$ cat src/rtl/card_code_receiver.sv
// card_code_receiver: deserialises reader frames (header nibble, code nibble,
// optional even-parity bit), enforces an inter-bit timeout, and emits a
// one-cycle accept or reject strobe with a saturating reject counter.
// Optional feature macro: CARD_PARITY_EN (adds a 9th even-parity bit).
module card_code_receiver #(
    parameter logic [3:0]  HEADER  = 4'hA,
    parameter int unsigned TIMEOUT = 16
) (
    input  logic       clk,
    input  logic       rset,
    input  logic       card_bit,
    input  logic       card_bit_valid,
    input  logic       door_busy,
    output logic       validate_code,
    output logic [3:0] access_code,
    output logic       frame_error,
    output logic [2:0] err_code,
    output logic       rx_busy,
    output logic [7:0] reject_cnt
);

`ifdef CARD_PARITY_EN
    localparam int unsigned FRAME_LEN = 9;
`else
    localparam int unsigned FRAME_LEN = 8;
`endif

    localparam logic [3:0] LAST_CNT = 4'(FRAME_LEN);
    localparam logic [7:0] GAP_MAX  = 8'(TIMEOUT);

    localparam logic [2:0] ERR_HEADER  = 3'd1;
    localparam logic [2:0] ERR_PARITY  = 3'd2;
    localparam logic [2:0] ERR_TIMEOUT = 3'd3;
    localparam logic [2:0] ERR_DOOR    = 3'd4;

    typedef enum logic [1:0] {
        IDLE = 2'd0,
        RECV = 2'd1,
        DONE = 2'd2
    } state_t;

    state_t               state, state_n;
    logic [FRAME_LEN-1:0] shreg, shreg_n;
    logic [3:0]           bit_cnt, bit_cnt_n;
    logic [7:0]           gap_cnt, gap_cnt_n;
    logic                 validate_n;
    logic                 error_n;
    logic [2:0]           err_n;
    logic [3:0]           access_n;

    logic [3:0]           rx_header;
    logic [3:0]           rx_code;
    logic                 parity_bad;

    assign rx_header = shreg[FRAME_LEN-1 -: 4];
    assign rx_code   = shreg[FRAME_LEN-5 -: 4];

`ifdef CARD_PARITY_EN
    // Even parity over all nine received bits.
    assign parity_bad = ^shreg;
`else
    assign parity_bad = 1'b0;
`endif

    // State register.
    always_ff @(posedge clk or negedge rset) begin
        if (!rset) begin
            state <= IDLE;
        end else begin
            state <= state_n;
        end
    end

    // Next-state, datapath and next-output decode.
    always_comb begin
        state_n    = state;
        shreg_n    = shreg;
        bit_cnt_n  = bit_cnt;
        gap_cnt_n  = gap_cnt;
        validate_n = 1'b0;
        error_n    = 1'b0;
        err_n      = '0;
        access_n   = access_code;

        case (state)
            IDLE: begin
                if (card_bit_valid) begin
                    shreg_n   = {{(FRAME_LEN-1){1'b0}}, card_bit};
                    bit_cnt_n = 4'd1;
                    gap_cnt_n = '0;
                    state_n   = RECV;
                end
            end
            RECV: begin
                if (card_bit_valid) begin
                    shreg_n   = {shreg[FRAME_LEN-2:0], card_bit};
                    bit_cnt_n = bit_cnt + 4'd1;
                    gap_cnt_n = '0;
                    if (bit_cnt + 4'd1 == LAST_CNT) begin
                        state_n = DONE;
                    end
                end else if (gap_cnt == GAP_MAX) begin
                    error_n   = 1'b1;
                    err_n     = ERR_TIMEOUT;
                    shreg_n   = '0;
                    bit_cnt_n = '0;
                    gap_cnt_n = '0;
                    state_n   = IDLE;
                end else begin
                    gap_cnt_n = gap_cnt + 8'd1;
                end
            end
            DONE: begin
                shreg_n   = '0;
                bit_cnt_n = '0;
                gap_cnt_n = '0;
                state_n   = IDLE;
                if (rx_header != HEADER) begin
                    error_n = 1'b1;
                    err_n   = ERR_HEADER;
                end else if (parity_bad) begin
                    error_n = 1'b1;
                    err_n   = ERR_PARITY;
                end else if (door_busy) begin
                    error_n = 1'b1;
                    err_n   = ERR_DOOR;
                end else begin
                    validate_n = 1'b1;
                    access_n   = rx_code;
                end
            end
            default: begin
                shreg_n   = '0;
                bit_cnt_n = '0;
                gap_cnt_n = '0;
                state_n   = IDLE;
            end
        endcase
    end

    // Datapath registers and registered outputs.
    always_ff @(posedge clk or negedge rset) begin
        if (!rset) begin
            shreg         <= '0;
            bit_cnt       <= '0;
            gap_cnt       <= '0;
            validate_code <= 1'b0;
            access_code   <= '0;
            frame_error   <= 1'b0;
            err_code      <= '0;
            rx_busy       <= 1'b0;
            reject_cnt    <= '0;
        end else begin
            shreg         <= shreg_n;
            bit_cnt       <= bit_cnt_n;
            gap_cnt       <= gap_cnt_n;
            validate_code <= validate_n;
            access_code   <= access_n;
            frame_error   <= error_n;
            err_code      <= err_n;
            rx_busy       <= (state_n == RECV) || (state_n == DONE);
            if (error_n && (reject_cnt != 8'hFF)) begin
                reject_cnt <= reject_cnt + 8'd1;
            end
        end
    end

endmodule

$ cat config.mk
export PLATFORM = sky130hd
export DESIGN_NAME = card_code_receiver
export DESIGN_NICKNAME = d
export VERILOG_FILES = /design/src/rtl/card_code_receiver.sv
export SDC_FILE = /design/constraint.sdc
export NUM_CORES = 1
export LEC_CHECK = 0
export BUFFER_PORTS_ARGS = -buffer_cell sky130_fd_sc_hd__clkbuf_2
export CAP_MARGIN = 15
export CORE_ASPECT_RATIO = 0.8
export CORE_MARGIN = 2
export CORE_UTILIZATION = 30
export DETAILED_ROUTE_END_ITERATION = 10
export PLACE_DENSITY_LB_ADDON = 0.3
export RECOVER_POWER = 25
export SYNTH_ARGS = -nofsm -noshare
export SYNTH_HDL_FRONTEND = slang
export SYNTH_SLANG_ARGS = --single-unit
$ cat constraint.sdc
create_clock -name clk -period 5.1 [get_ports clk]
set_input_delay 0 -clock clk [delete_from_list [all_inputs] [get_ports clk]]
set_output_delay 0 -clock clk [all_outputs]
set_load 0.05 [all_outputs]
==> flow_summary_export.csv, run 1 <==
group,metric,value,unit
finish,area_growth,17.7,%
job,maxCapViolCount,1,
cts,post-cts-setup-buffers,0,
run_status,violations,"capacitance limit, slew limit",
die,start_util,0.312,
detailed_routing,viasPerCell,4.57,
power,powerDensity,391,nW/µm²
grt,antenna_found_initial,0,
logic_synthesis,synth_compound_area_frac,0.128,
logic_synthesis,yosysUniqueCellTypes,33,
finish,diodes,0,
grt,grt_use_total,0.106,
die,die_w,91.9,µm
logic_synthesis,ys_seq_area_frac,0.540,
die,io_pins,23,
detailed_routing,firstDrtPassIters,4,
die,die_h,74.3,µm
cts,tritoncts,"built",
detailed_routing,ant_nets,0,
sta,tns,0,ns
min_path,hp-start,"card_bit_valid",
logic_synthesis,synthSimpleGateAreaFrac,0.170,
logic_synthesis,synth_cells,168,
logic_synthesis,synthTopCellsByCount,"dfrtp_1, nor2_1, nand2_1",
logic_synthesis,synth_xor_xnor_area_share,0.0661,
min_path,hp-class,"in -> reg",
cts,cts.path.max_buffers,2,
critical_path,critPathCaptureType,"flip-flop",
logic_synthesis,synth.largest_area_cell,"dfrtp_1",
logic_synthesis,synth_edf_count,0,
cts,cts_sinks,40,
logic_synthesis,syn_avg_cell_area,11.0,µm²
cts,cts_resized,0,
critical_path,start_kind,"flip-flop",
logic_synthesis,syn_area,1850,µm²
logic_synthesis,synthFlopType,"dfrtp_1",
grt,grt_first_pass_wirelength,5.58,mm
power,p_leak,0.992,nW
grt,grt.overflow.total,0,
critical_path,criticalPathCategory,"reg -> reg",
cts,htree_levels,2,
cts,insertion_delay,0.29,ns
detailed_routing,drcViolationCount,0,
detailed_routing,vias,1274,
placed_design,portBuffers,22,
grt,grt_max_degree,41,
sta,period_share,0.417,
detailed_routing,wl_per_cell,12.0,µm
sta,finClkSkew,0.00187,ns
sta,setup_viol,0,
critical_path,crit_start,"state[1]",
sta,post-route-min-period,2.12,ns
finish,fill_cells,582,
logic_synthesis,yosys_warnings,0,
logic_synthesis,syn_nets,180,
detailed_routing,drt_wl_total,3.35,mm
cts,cts_hold_buf,3,
die,rows,25,
critical_path,cp.required,5.28,ns
die,coreArea,5940,µm²
logic_synthesis,ys_seq_elements,40,
sta,worst_pin_slew,2.06,ns
detailed_routing,drt_iter0_markers,58,
cts,cts_root_buf,"clkbuf_8",
cts,cts_made_buffers,5,
cts,clkSlewWorstSetupHoldPaths,0.08,ns
logic_synthesis,synthAdderAreaFrac,0.0472,
logic_synthesis,synth_top_family_by_area,"simple AND/OR/NAND/NOR gates",
sta,drv_slew,41,
placed_design,post-dp-hpwl,2.33,mm
sta,hold_ws,0.0317,ns
critical_path,arrival,2.31,ns
critical_path,timing.rr.start,"state[1]",
die,die_area,6830,µm²
sta,hold_viol,0,
grt,first_global_vias,1195,
critical_path,path_max_fanout,12,
placed_design,gp_congestion,0.814,
logic_synthesis,synthArstFlopShare,1.00,
run_status,status,"complete, but fails checks",
finish,nets,209,
logic_synthesis,synth_area_leaders,"dfrtp_1, ha_1, a22o_1, xnor2_1, xor2_1",
sta,rsz0062_at_grt,"no",
logic_synthesis,yosysMostFrequentCell,"dfrtp_1",
finish,drive_gt1_frac,0.0859,
sta,fmax,0.471,GHz
logic_synthesis,muxShareOfSynthArea,0.0243,
sta,slew_headroom,-0.376,
power,ir_worst_vdd,0.000204,V
logic_synthesis,synth_top_area_frac,0.540,
-- worst max-delay path, cell delays in order (launching register included) --
cell and delay (ns):
dfrtp_1 0.38, inv_1 0.15, ha_1 0.29, and2_1 0.40
nand3_1 0.13, o22a_1 0.23, and2_1 0.14, a221oi_1 0.30
-- where the power goes --
part	switching [mW]	total, mW	leakage [nW]	internal (mW)
Clock	0.112	0.272	0.0614	0.160
Sequential	0.0340	0.384	0.548	0.350
Combinational	0.128	0.197	0.383	0.0691
-- metrics by stage --
stage	util	setup WS, ns	cell area [µm²]	instances	total power, mW
after CTS	0.371	2.92	2210	279	0.869
after floorplan	-	3.18	1850	168	0.537
after global routing	0.367	2.54	2180	279	0.917
after global placement	0.346	3.07	2050	268	0.589
final	0.367	2.98	2180	279	0.854
after detailed placement	0.346	2.97	2050	268	0.589
-- state kept, by name, summed over array words and instances (netlist names), 2 cells and up --
name / cells
access_code: 4
shreg: 8
reject_cnt: 8
state: 2
gap_cnt: 8
bit_cnt: 4
err_code: 3
-- placed cells by master (no fill, tap or decap), types with 7 or more instances in the layout --
master    netlist  layout
xnor2_1         7       7
ha_1            7       7
clkbuf_1        3      19
nand3_1         8       8
xor2_1          7       7
nand2_1        11      11
a22o_1          9       9
nor2_1         16      16
a21oi_1         9       9
inv_1           9       9
dfrtp_1        40      40
-- logic make-up (layout without fill, tap and decap cells) --
kind of cell / after synthesis / count (layout)
multiplexers: 4 / 4
adder cells (fa/ha/maj): 7 / 7
AO/OA/AOI/OAI: 34 / 34
buffers and inverters: 12 / 42
AND/OR/NAND/NOR: 57 / 57
flip-flops: 40 / 40
XOR/XNOR: 14 / 14
-- final timing paths --
path / to / slack [ns] / depth (start not counted)
worst max-delay path: rx_busy / 2.98 / 7
worst min-delay path: gap_cnt[0] / 0.03 / 2
worst max register to register: rx_busy / 2.98 / 7
worst min register to register: shreg[1] / 0.50 / 1
max in group asynchronous: gap_cnt[0] / 3.09 / 2
min in group asynchronous: access_code[3] / 0.84 / 2
-- cell type report --
class | instances | area (µm²) | area share
clock buffers | 6 | 82.6 | 0.0378
clock inverters | 2 | 38.8 | 0.0178
inverters | 9 | 33.8 | 0.0155
multi-input cells | 116 | 808 | 0.370
flip-flops and latches | 40 | 1000 | 0.459
well taps | 81 | 101 | 0.0464
repair buffers | 25 | 116 | 0.0533
-- routing by layer --
layer,up-vias,track usage,wire length [µm]
li1,651,-,-
met1,592,0.149,1770
met4,0,0.0348,40
met3,5,0.0334,153
met5,-,0,0
met2,26,0.155,1390
Note: power is estimated with default switching activity, not from simulation.
==> run 2: changes to the inputs <==
Settings changed: ABC_AREA from default to 1.
Clock period 5.1 ns to 1.83 ns, I/O delays scaled along.
==> run 2 against run 1 <==
The run now ends clean; clock skew is 0.0075 ns higher; combinational power grew to 3.4 times the previous value; clock power rose to 3.1 times the previous value; first-iteration DRC count is 21% higher; count of clock-buffer cells in the layout fell by 1; routed wire length is 16% higher; via count rose by 20%; setup slack got worse by 2.8 ns; total power rose to 3.0 times the previous value; utilization grew 0.53 points; critical endpoint is now reject_cnt[0]; largest cell class unchanged.
==> flow_summary_export.csv, run 2 <==
group,metric,value,unit
logic_synthesis,synthTopCellsByCount,"nand2_1, dfrtp_1, inv_1",
die,die_w,94.8,µm
sta,fmax,0.623,GHz
min_path,min_delay_path_depth,3,
logic_synthesis,synth_area_leaders,"dfrtp_1, nand2_1, inv_1, nand3_1, ha_1",
sta,slew_headroom,0.339,
logic_synthesis,yosys_warnings,0,
detailed_routing,drt_iter0_markers,70,
grt,grt_use_total,0.125,
logic_synthesis,synth_cells,231,
grt,grt_max_degree,41,
min_path,whs_endpoint,"bit_cnt[1]",
critical_path,r2r_setup_slack,0.22,ns
detailed_routing,wl_per_cell,11.1,µm
critical_path,start_kind,"flip-flop",
sta,hold_viol,0,
placed_design,place_area,2220,µm²
finish,fin_util,0.372,
die,coreArea,6380,µm²
cts,cts_root_buf,"clkbuf_8",
die,start_util,0.311,
grt,first_global_vias,1545,
sta,rsz0062_at_grt,"no",
cts,htree_levels,2,
cts,cts_resized,0,
critical_path,path_max_fanout,10,
logic_synthesis,yosysUniqueCellTypes,26,
die,die_area,7270,µm²
cts,tritoncts,"built",
cts,cts_sinks,40,
power,total_power,2.57,mW
detailed_routing,drcViolationCount,0,
critical_path,arrival,1.78,ns
power,powerDensity,1080,nW/µm²
critical_path,r2r-end,"reject_cnt[0]",
power,p_leak,1.22,nW
logic_synthesis,ys_seq_elements,40,
finish,area_growth,19.9,%
job,maxCapViolCount,0,
cts,cts_made_buffers,5,
logic_synthesis,synth_top_area_frac,0.505,
detailed_routing,viasPerCell,4.35,
placed_design,portBuffers,22,
critical_path,timing.rr.start,"state[0]",
finish,layout_common_cells,"nand2_1, dfrtp_1, inv_1, clkbuf_2, nand3_1",
logic_synthesis,synth.largest_area_cell,"dfrtp_1",
detailed_routing,vias,1524,
logic_synthesis,ys_seq_area_frac,0.505,
detailed_routing,firstDrtPassIters,4,
sta,finClkSkew,0.00934,ns
cts,cts_hold_buf,3,
die,rows,26,
logic_synthesis,synthFlopType,"dfrtp_1",
die,die_h,76.7,µm
detailed_routing,drt_wl_total,3.89,mm
detailed_routing,ant_nets,0,
sta,drv_slew,0,
finish,reg.largest.list,"gap_cnt (8), reject_cnt (8), shreg (8)",
finish,diodes,0,
finish,postLayoutCellArea,2370,µm²
min_path,hp-start,"card_bit_valid",
cts,post-cts-setup-buffers,0,
min_path,hp-class,"in -> reg",
sta,period_share,0.877,
logic_synthesis,syn_avg_cell_area,8.57,µm²
run_status,status,"finished, final reports clean",
logic_synthesis,syn_area,1980,µm²
cts,insertion_delay,0.29,ns
finish,drive_gt1_frac,0.188,
grt,grt.overflow.total,0,
critical_path,cp.required,2.01,ns
critical_path,criticalPathCategory,"reg -> reg",
logic_synthesis,syn_nets,243,
critical_path,critPathCaptureType,"flip-flop",
logic_synthesis,synthArstFlopShare,1.00,
grt,antenna_found_initial,0,
power,ir_worst_vdd,0.000335,V
sta,hold_ws,0.0566,ns
sta,post-route-min-period,1.61,ns
finish,nets,278,
critical_path,rr_worst_depth,7,
cts,cts.path.max_buffers,2,
logic_synthesis,yosysMostFrequentCell,"nand2_1",
cts,clkSlewWorstSetupHoldPaths,0.07,ns
placed_design,gp_congestion,0.804,
die,io_pins,23,
placed_design,post-dp-hpwl,2.93,mm
sta,tns,0,ns
grt,grt_first_pass_wirelength,7.11,mm
logic_synthesis,synth_edf_count,0,
sta,worst_pin_slew,0.991,ns
sta,setup_viol,0,
finish,final_common_cell,"nand2_1",
[run 2: logic make-up after synthesis]
family / count (synthesis) / synth area share
fa+ha+maj: 7 / 0.0442
compound gates: 25 / 0.0764
xor+xnor: 8 / 0.0354
buf+inv: 34 / 0.0682
flops: 40 / 0.505
simple gates: 117 / 0.270
[run 2: final cells by class]
class | instances | area (µm²)
tap | 84 | 105
multi-input combinational | 157 | 845
fill | 695 | 4000
inverter | 32 | 120
clock buffer | 5 | 68.8
clock inverter | 2 | 60.1
sequential | 40 | 1000
timing repair buffer | 30 | 175
[run 2: critical path, stage by stage, from the launching register on]
cell,delay (ns)
dfrtp_1,0.39
inv_1,0.08
ha_1,0.33
nand2_1,0.12
o21ai_4,0.33
nand2_4,0.13
nand2_1,0.08
nand2_1,0.05
[run 2: routing by layer]
layer | vias up | global-route usage | share of wire
met2 | 13 | 0.184 | 0.44
met4 | 0 | 0.0609 | 0.023
met5 | - | 0 | 0
met1 | 702 | 0.174 | 0.52
met3 | 6 | 0.0265 | 0.021
li1 | 803 | - | -
[run 2: metrics by stage]
stage / setup slack [ns] / std cells
floorplan: 0.116 / 231
global placement: 0.234 / 340
detailed placement: 0.225 / 340
CTS: 0.215 / 350
global route: 0.0481 / 350
finish: 0.224 / 350
[run 2: where the power goes]
part | leakage, nW | switching [mW] | internal, mW
Combinational | 0.609 | 0.436 | 0.231
Clock | 0.0642 | 0.296 | 0.537
Sequential | 0.547 | 0.0826 | 0.987
[run 2: worst max-delay path by stage]
stage,startpoint,end,slack [ns],depth (start not counted)
2_1_floorplan,reject_cnt[1],reject_cnt[2],0.12,7
3_3_place_gp,state[1],reject_cnt[1],0.23,7
3_5_place_dp,state[0],reject_cnt[4],0.23,7
4_1_cts,state[0],reject_cnt[1],0.22,7
5_1_grt,gap_cnt[0],rx_busy,0.05,12
6_report,state[0],reject_cnt[0],0.22,7
==> run 3: changes to the inputs <==
Settings changed: CORE_UTILIZATION 30 to 52.
==> run 3 against run 2 <==
Final area shrank 2.8%; routed wire length shrank 5.5%; final cell count shrank 11%; worst hold slack lost 0.0068 ns; critical path type unchanged; largest power group unchanged; highest routed layer unchanged.
==> flow_summary_export.csv, run 3 (same netlist as run 2, synthesis figures left out) <==
group,metric,value,unit
critical_path,crit_family,"flip-flops",
placed_design,place_area,2160,µm²
sta,fmax,0.598,GHz
detailed_routing,viasPerCell,5.20,
grt,grt.overflow.total,0,
die,die_w,73,µm
grt,antenna_found_initial,0,
placed_design,gp_congestion,0.792,
critical_path,cp_cell_sequence,"inv_1, ha_1, nand2_1, nor2_2, nand2_1, a21oi_4, buf_4, o22ai_1",
critical_path,r2r_setup_slack,0.16,ns
power,p_leak,1.21,nW
die,die_area,4320,µm²
cts,clkSlewWorstSetupHoldPaths,0.08,ns
finish,postLayoutCellArea,2310,µm²
die,start_util,0.531,
finish,nets,277,
detailed_routing,drt_wl_total,3.68,mm
detailed_routing,ant_nets,0,
finish,final_common_cell,"nand2_1",
critical_path,cp.required,2.01,ns
die,coreArea,3730,µm²
die,rows,20,
cts,htree_levels,2,
sta,worst_pin_slew,0.940,ns
sta,rsz0062_at_grt,"no",
die,die_h,59.2,µm
grt,grt_first_pass_wirelength,6.36,mm
sta,drv_slew,0,
cts,post-cts-setup-buffers,0,
finish,diodes,0,
detailed_routing,wl_per_cell,11.9,µm
placed_design,portBuffers,22,
run_status,status,"finished, final reports clean",
critical_path,cp_num_buf_inv,2,
power,ir_worst_vdd,0.000783,V
sta,period_share,0.913,
detailed_routing,drcViolationCount,0,
finish,drive_gt1_frac,0.188,
critical_path,critPathCaptureType,"flip-flop",
job,maxCapViolCount,0,
critical_path,path_max_fanout,8,
detailed_routing,firstDrtPassIters,4,
sta,finClkSkew,0.00543,ns
detailed_routing,vias,1613,
critical_path,criticalPathCategory,"reg -> reg",
power,powerDensity,1070,nW/µm²
min_path,hp-class,"in -> reg",
cts,insertion_delay,0.29,ns
sta,slew_headroom,0.373,
detailed_routing,drt_iter0_markers,79,
sta,post-route-min-period,1.67,ns
sta,hold_viol,0,
finish,reg.largest.list,"gap_cnt (8), reject_cnt (8), shreg (8)",
grt,grt_max_degree,41,
critical_path,start_kind,"flip-flop",
cts,cts.path.max_buffers,2,
critical_path,arrival,1.85,ns
cts,cts_root_buf,"clkbuf_8",
finish,area_growth,16.5,%
sta,tns,0,ns
sta,setup_viol,0,
cts,cts_sinks,40,
grt,first_global_vias,1445,
placed_design,post-dp-hpwl,2.70,mm
grt,grt_use_total,0.195,
critical_path,critical_path.most_common_cell,"nand2_1",
finish,layout_common_cells,"nand2_1, dfrtp_1, inv_1, clkbuf_2, nand3_1",
cts,tritoncts,"built",
critical_path,crit_slowest_cell,"dfrtp_1",
die,io_pins,23,
critical_path,slowest_delay,0.39,ns
cts,cts_made_buffers,5,
## run 3: area by class of cell
type	count	area, µm²
multi-input combinational	157	852
fill	327	1420
sequential	40	1000
tap	44	55.1
inverter	32	120
clock inverter	3	42.5
clock buffer	5	68.8
timing repair buffer	29	168
## run 3: final timing paths
check                                    start              to  depth (start not counted)
worst max-delay path                gap_cnt[0]        shreg[1]                          8
worst min-delay path            card_bit_valid      bit_cnt[1]                          3
worst max register to register      gap_cnt[0]        shreg[1]                          8
worst min register to register  access_code[3]  access_code[3]                          2
max in group asynchronous                 rset   reject_cnt[0]                          3
min in group asynchronous                 rset      gap_cnt[6]                          3
## run 3: stage by stage
stage	hold WS (ns)	std cells	worst slack [ns]	utilization	total power, mW
3_5_place_dp	0.0823	299	0.117	0.580	1.75
3_3_place_gp	0.0829	299	0.166	0.580	1.74
5_1_grt	0.0642	310	0.0414	0.619	2.62
4_1_cts	0.0438	310	0.111	0.617	2.47
2_1_floorplan	-0.296	231	0.116	-	1.58
6_report	0.0498	310	0.159	0.619	2.46
## run 3: repair_timing
| action | 4_1_cts | 5_1_grt |
|---|---|---|
| gates resized for setup | 0 | 1 |
| endpoints found under the hold margin | 42 | 0 |
| hold buffers | 3 | 0 |
| endpoints found under the setup margin | 0 | 14 |
## run 3: metal layers
layer | part of all wire | GRT usage | vias up
met4 | 0.013 | 0.0899 | 0
met5 | 0 | 0 | -
li1 | - | - | 810
met3 | 0.045 | 0.0476 | 5
met1 | 0.51 | 0.282 | 761
met2 | 0.44 | 0.277 | 37
## run 3: where the power goes
group          total [mW]  switching (mW)  internal, mW
sequential           1.07          0.0800         0.987
combinational       0.681           0.447         0.234
clock               0.713           0.310         0.403
total                2.46           0.836          1.62
## run 3: worst reg2reg max path, cell delays in order (launching register included)
cell,delay (ns)
dfrtp_1,0.39
inv_1,0.12
ha_1,0.16
nand2_1,0.06
nor2_2,0.17
nand2_1,0.16
a21oi_4,0.23
buf_4,0.19
o22ai_1,0.08
